### src/rtl/dm_lsu.sv
// Byte-addressed data memory for the load/store path: one word RAM inside a base-address
// window, byte/half/word accesses, extended loads and a single registered response per request.
module dm_lsu #(
    parameter logic [31:0] BASE_ADDR  = 32'h7100_0000,
    parameter int          DEPTH_LOG2 = 6,
    parameter int          ERRCNT_W   = 8
) (
    input  logic                clk_i,
    input  logic                rst_i,
    input  logic                req_i,
    input  logic                we_i,
    input  logic [1:0]          size_i,
    input  logic                unsigned_i,
    input  logic [31:0]         a_i,
    input  logic [31:0]         wd_i,
    output logic [31:0]         rd_o,
    output logic                valid_o,
    output logic                err_o,
    output logic [ERRCNT_W-1:0] err_cnt_o
);

    localparam int DEPTH   = 1 << DEPTH_LOG2;
    localparam int TAG_LSB = DEPTH_LOG2 + 2;

    // Handshake: no back-pressure. Every cycle with req_i=1 is accepted and produces exactly
    // one response with valid_o=1 in the following cycle; rd_o/err_o are zero when valid_o=0.

    logic [31:0]           mem [DEPTH];
    logic                  in_range;
    logic [DEPTH_LOG2-1:0] idx;
    logic [1:0]            off;
    logic                  acc_err;
    logic [3:0]            be;
    logic [31:0]           wdata;
    logic [31:0]           rword;
    logic [31:0]           shifted;
    logic [31:0]           ld_data;

    always_comb begin
        in_range = (a_i[31:TAG_LSB] == BASE_ADDR[31:TAG_LSB]);
        idx      = a_i[TAG_LSB-1:2];
        off      = a_i[1:0];
        acc_err  = !in_range || (size_i == 2'b11) ||
                   ((size_i == 2'b01) && off[0]) ||
                   ((size_i == 2'b10) && (off != 2'b00));
    end

    // Store data is replicated across lanes so the lane mask alone selects what lands.
    always_comb begin
        be    = 4'b1111;
        wdata = wd_i;
        case (size_i)
            2'b00: begin
                be    = 4'b0001 << off;
                wdata = {4{wd_i[7:0]}};
            end
            2'b01: begin
                be    = 4'b0011 << off;
                wdata = {2{wd_i[15:0]}};
            end
            default: begin
                be    = 4'b1111;
                wdata = wd_i;
            end
        endcase
    end

    always_comb begin
        rword   = mem[idx];
        shifted = rword >> {off, 3'b000};
        ld_data = rword;
        case (size_i)
            2'b00:   ld_data = unsigned_i ? {24'h0, shifted[7:0]}
                                          : {{24{shifted[7]}}, shifted[7:0]};
            2'b01:   ld_data = unsigned_i ? {16'h0, shifted[15:0]}
                                          : {{16{shifted[15]}}, shifted[15:0]};
            default: ld_data = rword;
        endcase
    end

    // RAM has no reset; stores are simply suppressed while reset is held.
    always_ff @(posedge clk_i) begin
        if (!rst_i && req_i && we_i && !acc_err) begin
            for (int b = 0; b < 4; b++) begin
                if (be[b]) begin
                    mem[idx][8*b +: 8] <= wdata[8*b +: 8];
                end
            end
        end
    end

    always_ff @(posedge clk_i or posedge rst_i) begin
        if (rst_i) begin
            rd_o      <= '0;
            valid_o   <= 1'b0;
            err_o     <= 1'b0;
            err_cnt_o <= '0;
        end else begin
            valid_o <= req_i;
            err_o   <= req_i && acc_err;
            rd_o    <= (req_i && !we_i && !acc_err) ? ld_data : 32'h0;
            if (req_i && acc_err && (err_cnt_o != '1)) begin
                err_cnt_o <= err_cnt_o + ERRCNT_W'(1);
            end
        end
    end

endmodule

### config.mk
export PLATFORM = sky130hd
export DESIGN_NAME = dm_lsu
export DESIGN_NICKNAME = d
export VERILOG_FILES = /design/src/rtl/dm_lsu.sv
export SDC_FILE = /design/constraint.sdc
export NUM_CORES = 2
export LEC_CHECK = 0
export BUFFER_PORTS_ARGS = -buffer_cell sky130_fd_sc_hd__buf_2
export CAP_MARGIN = 20
export CORE_ASPECT_RATIO = 1.5
export CORE_MARGIN = 1.5
export CORE_UTILIZATION = 35
export DETAILED_ROUTE_END_ITERATION = 8
export PLACE_DENSITY = 0.53
export SLEW_MARGIN = 30
export SYNTH_ARGS = -nofsm -noshare
export SYNTH_HDL_FRONTEND = slang
export SYNTH_SLANG_ARGS = --single-unit
### constraint.sdc
create_clock -name clk_i -period 4.2 [get_ports clk_i]
set_input_delay 0.42 -clock clk_i [delete_from_list [all_inputs] [get_ports clk_i]]
set_output_delay 0.42 -clock clk_i [all_outputs]
set_load 0.02 [all_outputs]
==> metrics.md <==
| Metric | Value |
|---|---|
| Final Hold Viols | `0` |
| Drt first pass iters | `8` |
| Port Buffers | `between 100 and 150` |
| Layout cell share with drive strength beyond 1 | `0.2139` |
| Clock power share | `0.396` |
| Worst Path Class, Setup | `reg2reg` |
| PwrDens | `~460 nW/um^2` |
| Worst r2r path cells | `11` |
| CP arrival | `approximately 4.6 ns` |
| Avg Cell Area, Syn | `about 17 um^2` |
| Async set or reset register ratio after synthesis | `0.02010` |
| Final GP Congestion | `0.9962` |
| DRC Markers | `0` |
| Synth Flop Type | `edfxtp_1` |
| Worst-skew pair later-pin latency | `0.89 ns` |
| Worst R2R Start | `mem[14][15]` |
| Post-CTS setup buffers | `0` |
| Req. time, crit path | `just under 5 ns` |
| Synth area leader | `edfxtp_1` |
| Syn nets | `about 4600` |
| Core ar. | `approximately 230000 um^2` |
| Die X | `between 300 and 400 um` |
| CTS buffer count | `188` |
| Pre-CTS WS | `approximately 0.08 ns` |
| Warnings from Yosys | `0` |
| Chip Height | `between 500 and 600 um` |
| RR Endpoint | `rd_o[22]` |
| Slew margin rel. | `0.2940` |
| Final core occ | `0.4145` |
| Sequential area share after synthesis | `0.7859` |
| Max Buffers Root-to-Sink | `4` |
| Maximum operating frequency | `around 0.26 GHz` |
| CP Max Fanout | `13` |
| Synthesized instance count | `4575` |
| Drt initial violations | `about 6300` |
| DP Wirelength | `between 200 and 250 mm` |
| Global-route wire length before repair | `~400 mm` |
| CTS sink count | `2090` |
| EDFF count, synth | `roughly 2000` |
| Synth top area share | `0.7727` |
| Layout area overhead | `17.83%` |
| Largest net degree at the start of global routing | `74` |
| Min Clock Period, post-route | `3.891 ns` |
| Internal power | `~33 mW` |
| Initial antenna violation count | `14` |
| Finished Cell Area | `between 90000 and 100000 um^2` |
| Via count | `49730` |
| Synth area leaders | `edfxtp_1, a22oi_1, nor2_1, dfrtp_1, a22o_1` |
| TritonCTS clock tree | `done` |
| Final ANT Viol Nets | `0` |
| Number of global-route vias before repair | `48620` |
| Final worst slack | `0.3092 ns` |
| Leak Pwr | `just under 30 nW` |
| Switching pwr | `roughly 9.7 mW` |
| Overall routing resource usage | `0.2527` |
| Max-Cap Viols | `0` |
| Fin crit share | `0.9264` |
| Row Count | `214` |
| Total wire length | `~300 mm` |
| Register bit total from synthesis | `approximately 2100` |
| Initial core utilization | `0.3518` |
| Switching Share | `0.2271` |
| Drt wl/cell | `roughly 35 um` |
| Die area | `around 230000 um^2` |
| Commonest cells in the netlist | `edfxtp_1, a22oi_1, nor2_1` |
| # nets final | `around 5200` |
| Library cells used by synthesis | `between 80 and 90` |
| Worst vdd ir | `slightly below 0.3 mV` |
| CP endpoint | `rd_o[22]` |
| Cell area after synthesis | `79590 um^2` |
| RSZ-0062 raised after global routing | `no` |
| Most numerous cell in the Yosys netlist | `edfxtp_1` |
| I/O pin total | `113` |
| Clk root buf | `clkbuf_16` |
| Combinational power share | `0.065` |
| Worst slew pin tran | `roughly 1.1 ns` |
| Clock skew | `around 0.055 ns` |
| Kind of end point of the critical path | `flip-flop` |
| Min-Delay Path Class | `in2reg` |
| Seq pwr share | `0.539` |
| Setup slack, reg-to-reg | `just over 0.3 ns` |
| GRT Residual Overflow | `0` |
| Crit path launch | `mem[14][15]` |
| Vias/cell | `around 6.0` |
| # setup viols final | `0` |
| CTS clk-pin slew, worst paths | `roughly 0.070 ns` |
| Hold path depth | `6` |
| Worst Setup Start Kind | `flip-flop` |
| Slew Limit Fails | `0` |
| Placed cell area | `roughly 88000 um^2` |
| H-tree levels | `4` |
| Run status | `finished, final reports clean` |
-- flip-flops by register name, summed over array words and instances, names as in the netlist --
register and cells:
rd_o 32, valid_o 1, mem 2048, err_cnt_o 8
err_o 1
-- cell families (layout without fill, tap and decap cells) --
| logic type | after synthesis | count (layout) | share of synthesized area |
|---|---|---|---|
| DFF | 2090 | 2090 | 0.7859 |
| muxes | 148 | 148 | 0.02059 |
| other | 0 | 7 | 0 |
| AOI/OAI and AO/OA | 1223 | 1223 | 0.1186 |
| adders and majority gates | 1 | 1 | 0.0001572 |
| buffers and inverters | 365 | 1102 | 0.02410 |
| and+or+nand+nor | 741 | 741 | 0.04982 |
| xor gates and xnor gates | 7 | 7 | 0.0007703 |
-- power by group through the flow --
stage / registers, mW / logic [mW] / clock network [mW]
2_1_floorplan: 23.6 / 1.16 / 0
3_3_place_gp: 23.5 / 2.73 / 0
3_5_place_dp: 23.5 / 2.76 / 0
4_1_cts: 23.1 / 2.76 / 17.1
5_1_grt: 23.1 / 2.88 / 17.8
6_report: 23.1 / 2.80 / 17.0
-- per-stage QoR --
step / cells / power (mW) / hold slack (ns) / setup TNS [ns]
2_1_floorplan: 4575 / 24.76 / 0.4514 / -9.098
3_3_place_gp: 8005 / 26.27 / 0.4747 / -2.068
3_5_place_dp: 8007 / 26.30 / 0.4810 / 0
4_1_cts: 8336 / 42.96 / 0.01101 / 0
5_1_grt: 8338 / 43.74 / 0.02031 / 0
6_report: 8343 / 42.85 / 0.05717 / 0
-- worst min path at each step --
stage | slack [ns] | from | end
CTS | 0.01 | unsigned_i | rd_o[15]
floorplan | 0.45 | req_i | valid_o
global placement | 0.47 | err_cnt_o[5] | err_cnt_o[5]
detailed placement | 0.48 | err_cnt_o[5] | err_cnt_o[5]
global route | 0.02 | wd_i[2] | mem[58][2]
finish | 0.06 | a_i[19] | err_o
-- worst max-delay path, stage by stage, from the launching register on --
cell,delay (ns)
edfxtp_1,0.48
mux2_2,0.32
a221o_1,0.36
a222oi_1,0.40
buf_4,0.17
o21ai_1,0.07
nor4_2,0.49
buf_4,0.26
a211oi_1,0.11
o21ai_1,0.60
buf_4,0.31
o311ai_0,0.15
-- final cells by class --
cell class	instances	area [um^2]
Clock inverter	97	874.6
Clock buffer	228	4936
Timing Repair Buffer	753	6186
Tap cell	3024	3784
Sequential cell	2090	62550
Antenna cell	7	17.52
Multi-Input combinational cell	2120	15340
Fill cell	20300	132500
Inverter	24	90.09
-- cell usage in the layout (no fill, tap or decap), types with 13 or more instances in the layout --
cell       count
and4_1        26
bufinv_16     15
a221oi_1      89
clkbuf_16    191
o22ai_1       32
buf_2        109
buf_12        60
a41oi_1       30
buf_4        575
a222oi_1      33
clkbuf_1      34
dfrtp_1       42
edfxtp_1    2048
nand4_1       54
nand3_1       32
nor2_1       296
nor3_1        19
a41o_1        28
nor4b_1       23
o31ai_1       13
o2111ai_1     21
inv_1         20
a22oi_1      611
nand2_1      117
mux2_2        62
and4b_1       26
clkinv_1      43
a31oi_1       76
a22o_1        96
a21oi_1       44
nor4_1        15
nand4b_1      32
o21ai_0       30
nor4bb_1      15
mux2i_1       76
clkinv_2      30
a2111oi_0     20
-- repair_timing --
item                                   4_1_cts  5_1_grt
gates resized for setup                      0        0
endpoints found under the hold margin       46        0
hold buffers                                 4        0
-- routing by layer --
metal	wire length, um	up-vias	track usage
li1	-	20210	-
met1	105800	26060	0.3053
met2	145200	2795	0.4222
met3	22820	658	0.03782
met4	21970	6	0.1584
met5	35	-	0
(Power assumes the default switching activity.)
